[src/rtl/control_adunare_fp.sv]
// FP adder sequencer: load, exponent compare, align, add, normalise; done at cycle 5+d+n after start.
// One request in flight; start is only honoured in IDLE (ready=1) and ignored until done has pulsed.
module control_adunare_fp #(
  parameter int EXP_W  = 8,
  parameter int MANT_W = 25
) (
  input  logic             clk,
  input  logic             clear_n,
  input  logic             start,
  output logic             ready,
  input  logic [EXP_W-1:0] exp_diff,
  input  logic             swap,
  input  logic             carry_out,
  input  logic             sum_msb,
  input  logic             sum_zero,
  output logic             load_ops,
  output logic             load_mants,
  output logic             swap_sel,
  output logic             shift_align,
  output logic             load_sum,
  output logic             shift_norm_r,
  output logic             shift_norm_l,
  output logic             exp_inc,
  output logic             exp_dec,
  output logic             exp_zero,
  output logic             done
);

  localparam int SAT = MANT_W + 1;
  localparam int ACW = $clog2(SAT + 1);
  localparam int NCW = $clog2(MANT_W);

  typedef enum logic [2:0] {
    IDLE, LOAD, CMP, ALIGN, ADD, NORM, DONE
  } state_t;

  state_t         state;
  logic [ACW-1:0] align_cnt;
  logic [ACW-1:0] align_init;
  logic [NCW-1:0] norm_cnt;
  logic           norm_active;
  logic           norm_left;

  // Beyond MANT_W+1 shifts the smaller mantissa is already all zeros.
  always_comb begin
    align_init = ACW'(exp_diff);
    if (32'(exp_diff) >= 32'(SAT)) align_init = ACW'(SAT);
  end

  always_ff @(posedge clk or negedge clear_n) begin
    if (!clear_n) begin
      state       <= IDLE;
      align_cnt   <= '0;
      norm_cnt    <= '0;
      swap_sel    <= 1'b0;
      ready       <= 1'b1;
      load_ops    <= 1'b0;
      load_mants  <= 1'b0;
      shift_align <= 1'b0;
      load_sum    <= 1'b0;
      done        <= 1'b0;
    end else begin
      load_ops    <= 1'b0;
      load_mants  <= 1'b0;
      shift_align <= 1'b0;
      load_sum    <= 1'b0;
      done        <= 1'b0;
      case (state)
        IDLE: if (start) begin
          state    <= LOAD;
          load_ops <= 1'b1;
          ready    <= 1'b0;
        end
        LOAD: begin
          state      <= CMP;
          load_mants <= 1'b1;
        end
        CMP: begin
          swap_sel  <= swap;
          align_cnt <= align_init;
          if (align_init == '0) begin
            state    <= ADD;
            load_sum <= 1'b1;
          end else begin
            state       <= ALIGN;
            shift_align <= 1'b1;
          end
        end
        ALIGN: begin
          align_cnt <= align_cnt - ACW'(1);
          if (align_cnt == ACW'(1)) begin
            state    <= ADD;
            load_sum <= 1'b1;
          end else begin
            shift_align <= 1'b1;
          end
        end
        ADD: begin
          state    <= NORM;
          norm_cnt <= '0;
        end
        NORM: begin
          if (norm_left) begin
            norm_cnt <= norm_cnt + NCW'(1);
          end else begin
            state <= DONE;
            done  <= 1'b1;
          end
        end
        DONE: begin
          state <= IDLE;
          ready <= 1'b1;
        end
        default: begin
          state <= IDLE;
          ready <= 1'b1;
        end
      endcase
    end
  end

  // Normalisation strobes react to the registered-sum flags in the same cycle.
  assign norm_active  = (state == NORM);
  assign norm_left    = norm_active && !sum_zero && !carry_out && !sum_msb &&
                        (norm_cnt < NCW'(MANT_W - 1));
  assign exp_zero     = norm_active && sum_zero;
  assign shift_norm_r = norm_active && !sum_zero && carry_out;
  assign exp_inc      = shift_norm_r;
  assign shift_norm_l = norm_left;
  assign exp_dec      = norm_left;

endmodule

[config.mk]
export PLATFORM = sky130hd
export DESIGN_NAME = control_adunare_fp
export DESIGN_NICKNAME = d
export VERILOG_FILES = /design/src/rtl/control_adunare_fp.sv
export SDC_FILE = /design/constraint.sdc
export NUM_CORES = 1
export LEC_CHECK = 0
export CAP_MARGIN = 20
export CORE_MARGIN = 10
export CORE_UTILIZATION = 43
export CTS_CLUSTER_SIZE = 10
export DETAILED_ROUTE_END_ITERATION = 10
export PLACE_DENSITY = 0.76
export SLEW_MARGIN = 25
export SYNTH_ARGS = -nofsm -noshare
export SYNTH_HDL_FRONTEND = slang
export SYNTH_SLANG_ARGS = --single-unit
[constraint.sdc]
create_clock -name clk -period 1.52 [get_ports clk]
set_clock_uncertainty 0.05 [all_clocks]
set_input_delay 0.304 -clock clk [delete_from_list [all_inputs] [get_ports clk]]
set_output_delay 0.304 -clock clk [all_outputs]
set_load 0.02 [all_outputs]
After elaboration in Yosys (flattened, before gate mapping)
Index checks and enable logic that the tools add are counted.

storage, ports and cells
  register bits = 20
  bits in latches = 0
  RAM bits = 0
  ROM bits = 0
  input bits = 15
  output and inout port bits = 12
  word-level logic and storage cells = 64
  memories = 0

cells by class
  add/sub/neg operators = 2
  multiply operators = 0
  div/mod/pow operators = 0
  magnitude comparators = 2
  eq/ne operators = 10
  shift-type cells = 0
  muxes and demuxes = 22
  bitwise logic cells = 1
  reduce and logical (&&, ||, !) cells = 17

operator list
  operator                                                                             number
  5-bit case mux with 2 select lines                                                   2
  3-bit case mux with 6 select lines                                                   1
  3-bit 2-to-1 mux                                                                     4
  1-bit 2-to-1 mux                                                                     10
  5-bit 2-to-1 mux                                                                     2
  8-bit by 5-bit greater-or-equal comparator with 1-bit output, second input constant  1
  2-bit != test, second input constant                                                 4
  3-bit by 2-bit == test with 1-bit output, second input constant                      2
  3-bit == test, second input constant                                                 2
  1-bit logical AND                                                                    6
  1-bit case mux with 2 select lines                                                   3
  5-bit by 1-bit adder with 5-bit output, second input constant                        1
  5-bit by 1-bit == test with 1-bit output, second input constant                      1
  5-bit zero test                                                                      1
  5-bit less-than comparator, second input constant                                    1
  5-bit OR reduction                                                                   1
  5-bit by 1-bit subtractor with 5-bit output, second input constant                   1
  2-bit AND reduction                                                                  2
  2-bit nonzero test                                                                   2
  3-bit by 1-bit == test with 1-bit output, second input constant                      1
  1-bit zero test                                                                      3
  3-bit zero test                                                                      1
  3-bit AND reduction                                                                  1
  1-bit inverter                                                                       1

Logic depth before layout (Yosys ltp)
  word-level depth = 7
  gate-level depth with buffers = 6
  gate-level depth less buffers = 5

Worst setup path after synthesis
Ideal clock, no wire load.

  kind = register to output
  start = register norm_cnt[4]
  end = output shift_norm_l
  arrival time = 1.384 ns
  data required time = 1.166 ns
  slack = -0.218 ns
  stages on the path, launching flop included = 5
  path buffers = 1
  cells stage by stage = dfrtp_1 a211o_1 or2_2 inv_1 buf_4

between the ends
  longest elaborated chain between the ends = 2

ends and longest elaborated chain
  what                        RTL line  RTL
  start: declaration          40        logic [NCW-1:0] norm_cnt;
  start signal: assignment    104       norm_cnt <= norm_cnt + NCW'(1);
  5-bit less-than comparator  125       (norm_cnt < NCW'(MANT_W - 1));
  1-bit logical AND           124       assign norm_left = norm_active && !sum_zero && !carry_out && !sum_msb &&
  end: declaration            22        output logic shift_norm_l,

No other way between the ends.

Final worst setup path
  start = register norm_cnt[3]
  end = output shift_norm_l

Same word-level chain as after synthesis.

==> reports/results.tsv <==
stage	metric	value	unit
placed_design	hpwl	2190	um
worst_setup_path	start_kind	flip-flop	
finish	fillerInstances	214	
worst_setup_path	cp-end-kind	output port	
floorplanning	coreArea	2450	um^2
clocking	cts_tree	built	
placed_design	dp_cells	172	
sta	period_minus_slack	1810	ps
outcome	violations	negative setup slack	
power_and_ir_drop	p_per_area	1460	nW/um^2
sta	relSlewSlack	76.3	%
sta	fmaxAchievable	553	MHz
min_path	hold_path.class	in2async	
clocking	cts.sinks	20	
yosys	synth_top_flop_cell	dfrtp_1	
worst_setup_path	max_stage_delay	390	ps
global_route	grt_max_degree	18	
sta	slew_viol_final	0	
finish	drive_gt1_share	28.5	%
sta	fin_ws	-289	ps
sta	finalHoldViolCount	0	
placed_design	gp_congestion	0.761	
finish	final_cells	181	
worst_setup_path	worstPathArrival	1450	ps
floorplanning	die_area	5000	um^2
clocking	path_clk_slew	110	ps
yosys	synth_cells	109	
finish	design_area	1590	um^2
clocking	clk_latency	300	ps
yosys	ys_types	39	
yosys	synth_warnings	0	
global_route	track_usage	11.0	%
sta	post-route-period-util	119	%
yosys	ys_seq_elements	20	
yosys	synth_adder_area_share	3.39	%
clocking	htree_levels	1	
yosys	synth-compound-area-share	17.4	%
worst_setup_path	crit_buf_inv	2	
yosys	synthMuxAreaShare	2.94	%
drt	drt_wl_total	2810	um
power_and_ir_drop	peakVddDrop	0.00116	V
global_route	grt_pass1_vias	1023	
clocking	cts_buffers	3	
worst_setup_path	worstPathCellList	a211o_1 > or2_4 > inv_4 > buf_6	
yosys	synth_fp_nets	127	
worst_setup_path	slowest_stage	dfrtp_1	
finish	area_growth	43.7	%
clocking	ctsHoldBuffers	0	
global_route	grt_pass1_wl	4620	um
clocking	clockBufferDepth	2	
sta	tightest_slew	352	ps
global_route	grt-ovfl-total	0	
drt	first_pass_iters	4	
yosys	synthXorXnorAreaFrac	0	%
sta	finalSetupTns	-1140	ps
worst_setup_path	worst-path-max-fanout	3	
yosys	syn_area	1110	um^2
worst_setup_path	crit_required	1170	ps
sta	setup_viol	7	
global_route	antenna_found_initial	0	
outcome	status	finished with violations	
yosys	synth_edf_count	0	
drt	drtAntennaViolNets	0	
floorplanning	die_h	70.7	um
placed_design	portBuffers	26	
flow_run	drv_cap	0	
placed_design	dpl_cell_area	1470	um^2
yosys	synth_top_family_by_area	simple AND/OR/NAND/NOR gates	
yosys	synthSimpleGateAreaFrac	23.4	%
floorplanning	fp-row-count	18	
finish	nNetsFinal	170	
placed_design	pre_cts_slack	-790	ps
sta	rsz0062_at_grt	yes	
worst_setup_path	critPathKind	reg2out	
floorplanning	io-pin-count	27	
floorplanning	initial_utilization	45.1	%
power_and_ir_drop	power_leakage	0.715	nW
drt	post_drt_wl_per_cell	15.5	um
drt	via_per_inst	5.54	
sta	holdWs	183	ps
drt	vias	1003	
finish	antenna_cells	0	
worst_setup_path	path_delay_family	flip-flops	
yosys	avgSynthCellArea	10.1	um^2
drt	drc_errors	0	
drt	drt_first_iter_violations	75	
floorplanning	die_width	70.7	um
yosys	synthArstFlopShare	100	%
yosys	seq_area_frac_synth	45.4	%
clocking	clockRootBuffer	clkbuf_4	
[registers in the layout, indices dropped and copies added (netlist names)]
signal and count:
align_cnt 5, done 1, load_mants 1, load_ops 1, load_sum 1, norm_cnt 5
ready 1, shift_align 1, state 3, swap_sel 1
[cells by family (layout without fill, tap and decap cells)]
logic type                 count (synthesis)  in the layout
DFF                                       20             20
AOI/OAI and AO/OA                         26             26
buffers and inverters                     16             58
muxes                                      3              3
and+or+nand+nor                           41             41
adders and majority gates                  3              3
[timing repair]
item	in CTS	in global routing
gates resized for setup	45	8
endpoints found under the setup margin	16	14
pin swaps	4	1
buffers inserted	2	3
[routing by layer]
| metal | GRT usage [%] | share of wire [%] | vias to the layer above |
|---|---|---|---|
| met3 | 3.21 | 5.4 | 2 |
| met2 | 20.6 | 52 | 36 |
| met1 | 11.5 | 42 | 477 |
| met4 | 3.23 | 0.32 | 0 |
| met5 | 0 | 0 | - |
| li1 | - | - | 488 |
[cell type report]
class,instances,area [um^2],area share (%)
repair buffers,46,432,27.2
inverters,8,32.5,2.05
flip-flops and latches,20,502,31.6
clock buffers,4,26.3,1.65
multi-input cells,73,559,35.2
well taps,30,37.5,2.36
[stage by stage]
stage	power (W)	utilization [%]
2_1_floorplan	0.00157	-
3_3_place_gp	0.00192	59.9
3_5_place_dp	0.00198	59.9
4_1_cts	0.00224	62.3
5_1_grt	0.00251	64.7
6_report	0.00233	64.7
[worst paths after layout]
kind                                          from                  endpoint  slack [ps]  cells past startpoint
max reg2reg                norm_cnt[3]$_DFFE_PN0P_   norm_cnt[3]$_DFFE_PN0P_        -180                      5
min in group clk                 ready$_DFFE_PN1P_         ready$_DFFE_PN1P_         460                      2
min                                        clear_n        load_ops$_DFF_PN0_         180                      1
max                        norm_cnt[3]$_DFFE_PN0P_              shift_norm_l        -290                      4
max in group asynchronous                  clear_n  align_cnt[1]$_DFFE_PN0P_         730                      2
min reg2reg                      ready$_DFFE_PN1P_         ready$_DFFE_PN1P_         460                      2
[report_power, final]
| part | internal [W] | switching (W) |
|---|---|---|
| registers | 0.000716 | 0.000129 |
| clock network | 0.000102 | 0.000165 |
| logic | 0.000616 | 0.000597 |
| total | 0.00143 | 0.000891 |
[placed cells by master, fill, tap and decap left out, types with 6 or more instances in the layout]
cell | synthesis | routed
dlygate4sd2_1 | 0 | 7
buf_4 | 2 | 14
o21ai_0 | 6 | 6
inv_1 | 8 | 7
dfrtp_1 | 19 | 19
clkdlybuf4s50_1 | 0 | 13
nor2_1 | 7 | 6
nor3_1 | 7 | 6
buf_6 | 2 | 11
[cell usage after synthesis (2+ instances only)]
library cell / instances / share of area (%)
a21boi_1: 2 / 1.4
dfrtp_1: 19 / 43
nand4b_1: 2 / 1.6
ha_1: 3 / 3.4
nor4_1: 3 / 1.7
clkbuf_1: 4 / 1.4
o21a_1: 2 / 1.4
buf_6: 2 / 2.0
and3_1: 3 / 1.7
or3b_2: 2 / 1.6
or2_2: 2 / 1.1
o21ai_0: 6 / 2.7
nor3_1: 7 / 3.2
inv_1: 8 / 2.7
nor3b_1: 2 / 1.4
buf_4: 2 / 1.4
o31ai_1: 2 / 1.4
nor2_1: 7 / 2.4
mux2_2: 2 / 2.0
nand2_1: 3 / 1.0
o211ai_1: 3 / 2.0
nor2b_1: 2 / 1.1
nand3_1: 2 / 0.91
nand2b_1: 2 / 1.1
or4_1: 2 / 1.4
a221o_1: 2 / 1.8
No activity file was read; power rests on OpenSTA's default activity.
